--- src/rtl/decode_pkg.sv ---
// Shared opcode constants, FSM state encoding and immediate-format helper
// for the decode pipeline.
package decode_pkg;

  localparam int unsigned OP_JMP  = 0;
  localparam int unsigned OP_ADD  = 1;
  localparam int unsigned OP_SUB  = 2;
  localparam int unsigned OP_AND  = 3;
  localparam int unsigned OP_OR   = 4;
  localparam int unsigned OP_LODI = 5;
  localparam int unsigned OP_LD   = 6;
  localparam int unsigned OP_ST   = 7;

  typedef enum logic [1:0] {
    ST_EMPTY = 2'd0,
    ST_ONE   = 2'd1,
    ST_TWO   = 2'd2
  } state_e;

  // Opcodes that carry a full-width immediate instead of a sign-extended reg field.
  function automatic logic is_long_imm(input logic [31:0] op);
    return (op == OP_JMP) || (op == OP_LODI);
  endfunction

endpackage

--- src/rtl/decode_fields.sv ---
// Purely combinational split of a raw instruction word into opcode, three
// register indices and an immediate.
module decode_fields
  import decode_pkg::*;
#(
  parameter int unsigned INST_W = 16,
  parameter int unsigned OP_W   = 4,
  parameter int unsigned REG_W  = 4,
  parameter int unsigned IMM_W  = 8
) (
  input  logic [INST_W-1:0] i_inst,
  output logic [OP_W-1:0]   o_op,
  output logic [REG_W-1:0]  o_reg0,
  output logic [REG_W-1:0]  o_reg1,
  output logic [REG_W-1:0]  o_reg2,
  output logic [IMM_W-1:0]  o_imm,
  output logic              o_long_imm
);

  assign o_op       = i_inst[INST_W-1 -: OP_W];
  assign o_reg0     = i_inst[3*REG_W-1 -: REG_W];
  assign o_reg1     = i_inst[2*REG_W-1 -: REG_W];
  assign o_reg2     = i_inst[REG_W-1:0];
  assign o_long_imm = is_long_imm(32'(o_op));

  always_comb begin
    o_imm = IMM_W'($signed(i_inst[REG_W-1:0]));
    if (o_long_imm) begin
      o_imm = i_inst[IMM_W-1:0];
    end
  end

endmodule

--- src/rtl/decode_pipe.sv ---
// Instruction decode stage: decodes at the input and holds up to two decoded
// entries (output register plus skid) so in_ready never depends on out_ready.
module decode_pipe
  import decode_pkg::*;
#(
  parameter int unsigned INST_W = 16,
  parameter int unsigned OP_W   = 4,
  parameter int unsigned REG_W  = 4,
  parameter int unsigned IMM_W  = 8,
  parameter int unsigned CNT_W  = 16
) (
  input  logic              clk,
  input  logic              rst,
  input  logic              in_valid,
  output logic              in_ready,
  input  logic [INST_W-1:0] inst,
  input  logic              flush,
  output logic              out_valid,
  input  logic              out_ready,
  output logic [OP_W-1:0]   op,
  output logic [REG_W-1:0]  reg0,
  output logic [REG_W-1:0]  reg1,
  output logic [REG_W-1:0]  reg2,
  output logic [IMM_W-1:0]  imm,
  output logic              long_imm,
  output logic [CNT_W-1:0]  dec_count
);

  localparam int unsigned ENT_W = OP_W + 3 * REG_W + IMM_W + 1;

  if (INST_W != OP_W + 3 * REG_W || IMM_W < REG_W || IMM_W > INST_W - OP_W) begin : g_bad_params
    $error("decode_pipe: inconsistent INST_W/OP_W/REG_W/IMM_W");
  end

  logic [OP_W-1:0]  w_op;
  logic [REG_W-1:0] w_reg0, w_reg1, w_reg2;
  logic [IMM_W-1:0] w_imm;
  logic             w_long_imm;
  logic [ENT_W-1:0] w_dec;
  logic             w_in_xfer, w_out_xfer;

  state_e           r_state, w_state_nxt;
  logic [ENT_W-1:0] r_out, w_out_nxt;
  logic [ENT_W-1:0] r_skid, w_skid_nxt;
  logic [CNT_W-1:0] r_count;

  decode_fields #(
    .INST_W(INST_W),
    .OP_W  (OP_W),
    .REG_W (REG_W),
    .IMM_W (IMM_W)
  ) u_fields (
    .i_inst    (inst),
    .o_op      (w_op),
    .o_reg0    (w_reg0),
    .o_reg1    (w_reg1),
    .o_reg2    (w_reg2),
    .o_imm     (w_imm),
    .o_long_imm(w_long_imm)
  );

  assign w_dec      = {w_op, w_reg0, w_reg1, w_reg2, w_imm, w_long_imm};
  assign in_ready   = (r_state != ST_TWO);
  assign out_valid  = (r_state != ST_EMPTY);
  assign w_in_xfer  = in_valid && in_ready && !flush;
  assign w_out_xfer = out_valid && out_ready;

  always_comb begin
    w_state_nxt = r_state;
    w_out_nxt   = r_out;
    w_skid_nxt  = r_skid;
    if (flush) begin
      w_state_nxt = ST_EMPTY;
    end else begin
      case (r_state)
        ST_EMPTY: begin
          if (w_in_xfer) begin
            w_out_nxt   = w_dec;
            w_state_nxt = ST_ONE;
          end
        end
        ST_ONE: begin
          if (w_in_xfer && w_out_xfer) begin
            w_out_nxt = w_dec;
          end else if (w_in_xfer) begin
            w_skid_nxt  = w_dec;
            w_state_nxt = ST_TWO;
          end else if (w_out_xfer) begin
            w_state_nxt = ST_EMPTY;
          end
        end
        ST_TWO: begin
          if (w_out_xfer) begin
            w_out_nxt   = r_skid;
            w_state_nxt = ST_ONE;
          end
        end
        default: w_state_nxt = ST_EMPTY;
      endcase
    end
  end

  // A flush cycle counts nothing, even if downstream happened to take the head.
  always_ff @(posedge clk) begin
    if (rst) begin
      r_state <= ST_EMPTY;
      r_out   <= '0;
      r_skid  <= '0;
      r_count <= '0;
    end else begin
      r_state <= w_state_nxt;
      r_out   <= w_out_nxt;
      r_skid  <= w_skid_nxt;
      if (w_out_xfer && !flush) begin
        r_count <= r_count + 1'b1;
      end
    end
  end

  assign {op, reg0, reg1, reg2, imm, long_imm} = r_out;
  assign dec_count = r_count;

endmodule

--- config.mk ---
export PLATFORM = sky130hd
export DESIGN_NAME = decode_pipe
export DESIGN_NICKNAME = d
export VERILOG_FILES = /design/src/rtl/decode_pkg.sv /design/src/rtl/decode_fields.sv /design/src/rtl/decode_pipe.sv
export SDC_FILE = /design/constraint.sdc
export NUM_CORES = 1
export LEC_CHECK = 0
export ABC_AREA = 0
export BUFFER_PORTS_ARGS = -buffer_cell sky130_fd_sc_hd__buf_2
export CAP_MARGIN = 15
export CORE_MARGIN = 3
export CORE_UTILIZATION = 59
export DETAILED_ROUTE_END_ITERATION = 6
export PLACE_DENSITY = 0.85
export REMOVE_ABC_BUFFERS = 1
export SETUP_SLACK_MARGIN = 0.4
export SLEW_MARGIN = 20
export SYNTH_ARGS = -nofsm -noshare
export SYNTH_HDL_FRONTEND = slang
export SYNTH_HIERARCHICAL = 1
export SYNTH_SLANG_ARGS = --single-unit
--- constraint.sdc ---
create_clock -name clk -period 3.5 [get_ports clk]
set_input_delay 0.35 -clock clk [delete_from_list [all_inputs] [get_ports clk]]
set_output_delay 0.35 -clock clk [all_outputs]
set_load 0.1 [all_outputs]
==> summary.txt <==
STA
  • Clk_skew: about 0.0086 ns
  • Slew Viols, Final: 0
  • Fin crit share: 60.4%
  • Final setup violating endpoints: 0
  • Worst Setup Slack, final: 1.38 ns
  • Normalized max-slew margin: a little over two fifths
  • Fin. Hold Viols: 0
  • Min cycle time layout: between 2 and 2.5 ns
  • Setup TNS: 0 ns
  • Slew @ Worst Pin: about 0.87 ns
  • RSZ-0062 raised after global routing: false
  • Fmax: between 0.4 and 0.5 GHz

Routing
  • Top Layer Used: met4
  • Residual DRC count: 0
  • Total Wirelength: 6590 um
  • Number of DRC markers in iteration 0: 210
  • DRT Pass-1 Iters: 4
  • DR WL met2: 3230 um
  • Routed vias: 2,580
  • Wire length per cell: 14.3 um
  • Vias/cell: 5.60
  • WL met1: 2860 um
  • Wire length on met3: between 300 and 400 um
  • Antenna viol nets, final: 0

Synthesis
  • Post-synth EDFFs: 0
  • Synth Flop Type: dfxtp_1
  • Post-synthesis async set-or-reset flop share: 0%
  • Distinct cell type count after synthesis: 36
  • Synthesized area: 3120 sq um
  • Syn. warnings: 6
  • Cells after Synth: 359
  • Synthesized flop and latch total: 68
  • Syn Area/Cell: about 8.7 sq um
  • Sequential area share after synthesis: 43.6%

Finish
  • Commonest non-fill, non-tap cell in the layout: dfxtp_1
  • Nets@finish: 411
  • Final core occ: 72.9%
  • Fill cells: 385
  • Layout cells sized above 1: 23.6%
  • Post-route insts no fill: approximately 460
  • Ant. Diodes: 0
  • Area grow syn2layout: 14.5%
  • Commonest non-fill, non-tap cells in the layout: dfxtp_1, buf_2, a21oi_1

CTS
  • Clk buf depth: 2
  • Clock root buffer: clkbuf_8
  • Hold_buf cts: 0
  • CTS tree: built
  • Number of setup buffers added after CTS: 0
  • Post-CTS Resized: 0
  • CTS Buf Count: 9
  • Clk sinks: 68
  • Clock Latency Late Sink: between 0.3 and 0.4 ns
  • Reg clk slew, reported paths: 0.07 ns
  • H-tree depth: 3

Place
  • Pre-CTS setup slack: approximately 1.4 ns
  • GPL Wtd Cong: 0.786
  • I/O Buffers: 63
  • # placed instances: 444
  • HPWL after detailed placement: roughly 4200 um

Die
  • Die area: 6200 sq um
  • Core area: 4910 sq um
  • Initial Utilization: approximately 64%
  • Top Ports: 64
  • Row cnt: 25
  • Die Y: between 70 and 80 um
  • Die width: 78.8 um

Setup path
  • Reg2reg end: dec_count[15]
  • Kind of critical path: reg -> out
  • CP Launch Point: r_state[0]
  • Worst r2r src: r_state[1]
  • Crit start category: register
  • CP cell instances: nand2b_2, buf_2
  • Worst Path Arrival: 1.77 ns
  • Crit-path max cell delay: approximately 0.53 ns
  • Cells on worst reg2reg path: 4
  • Req. time, crit path: 3.15 ns
  • Max Fanout on Critical Path: 15
  • Worst Path Buf+Inv: 1
  • CP delay by family, top: buffers and inverters
  • Slowest CP cell: buf_2
  • CP endpoint kind: output port
  • R2R setup slack: 1.50 ns

Min path
  • Hold path cells: 3
  • Hold_sp: inst[11]
  • Hold WC Path Type: in -> reg
  • Worst Hold End: r_skid[20]

Pwr
  • Total power: 1.88 mW
  • Worst-case vdd ir drop: 308 uV
  • P per Cell Area: 525 nW/um^2
  • Leakage power: 1.55 nW

Run status
  • Outcome: completed

GRT
  • Initial antenna violation count: 0
  • Grt ovf: 0
  • First-pass GRT wire length: between 10,000 and 15,000 um
  • Vias in the first global route: 2,364
  • GR Util All Layers: 22.0%
  • Largest net degree at the start of global routing: 51

Flow run
  • Number of max-cap violations: 0
-- cell type report --
cell class                      instances  area [sq um]  area share, %
Sequential cell                        68          1360           38.0
Tap cell                               67          83.8           2.34
Multi-Input combinational cell        236          1490           41.6
Clock buffer                           13           159           4.44
Clock inverter                          3          68.8           1.92
Inverter                                6          22.5          0.629
Timing Repair Buffer                   68           393           11.0
-- registers in the layout, summed over array words and instances (netlist names) --
signal     count
r_out         25
r_skid        25
dec_count     16
r_state        2
-- cell usage after synthesis (2+ instances only) --
library cell | number | area share [%]
buf_2 | 3 | 0.48
nand4_1 | 3 | 0.60
a311oi_1 | 25 | 7.0
clkbuf_1 | 23 | 2.8
o31ai_1 | 4 | 0.96
nor3_1 | 4 | 0.64
nor2_1 | 9 | 1.1
buf_4 | 20 | 4.8
xor2_1 | 2 | 0.56
nand2_1 | 55 | 6.6
inv_1 | 6 | 0.72
a21oi_1 | 60 | 9.6
mux2_4 | 4 | 1.9
or4_1 | 5 | 1.2
nand2b_1 | 3 | 0.60
or3_1 | 7 | 1.4
o21ai_0 | 6 | 0.96
dfxtp_1 | 68 | 44
nand3_1 | 6 | 0.96
xnor2_1 | 5 | 1.4
mux2i_1 | 26 | 8.3
-- metrics by stage --
stage | area [sq um] | hold slack, ns
global placement | 3300 | 0.440
floorplan | 2850 | 0.419
detailed placement | 3320 | 0.446
finish | 3580 | 0.265
global route | 3580 | 0.267
CTS | 3550 | 0.249
-- routing by layer --
metal	GRT usage, %	vias to the layer above
met1	27.3	1169
met2	37.3	76
met5	0	-
met3	4.08	12
li1	-	1323
met4	9.79	0
-- worst max-delay path by stage --
stage | endpoint | depth (start not counted)
after detailed placement | r_out[14] | 5
final | in_ready | 2
after global routing | in_ready | 2
after CTS | in_ready | 2
after floorplan | r_out[0] | 4
after global placement | r_out[22] | 5
-- report_power, final --
part | internal (mW) | switching (mW)
clock | 0.442 | 0.283
combinational | 0.0741 | 0.264
sequential | 0.801 | 0.0148
-- worst register-to-register path, cell delays in order (launching register included) --
cell and delay (ns):
dfxtp_1 0.44, nor2_2 0.10, or4_1 0.69, or4_1 0.53
a21oi_1 0.17
-- cell families (layout without fill, tap and decap cells) --
group                    Yosys count  count (layout)  share of synthesized area [%]
AO/OA/AOI/OAI                     97              97                           19.0
flip-flops                        68              68                           43.6
XOR/XNOR                           7               7                           1.96
adder cells (fa/ha/maj)            1               1                          0.400
AND/OR/NAND/NOR                  100             100                           15.0
multiplexers                      31              31                           10.6
buffers and inverters             55              90                           9.41
Power figures use the tool's default switching activity.
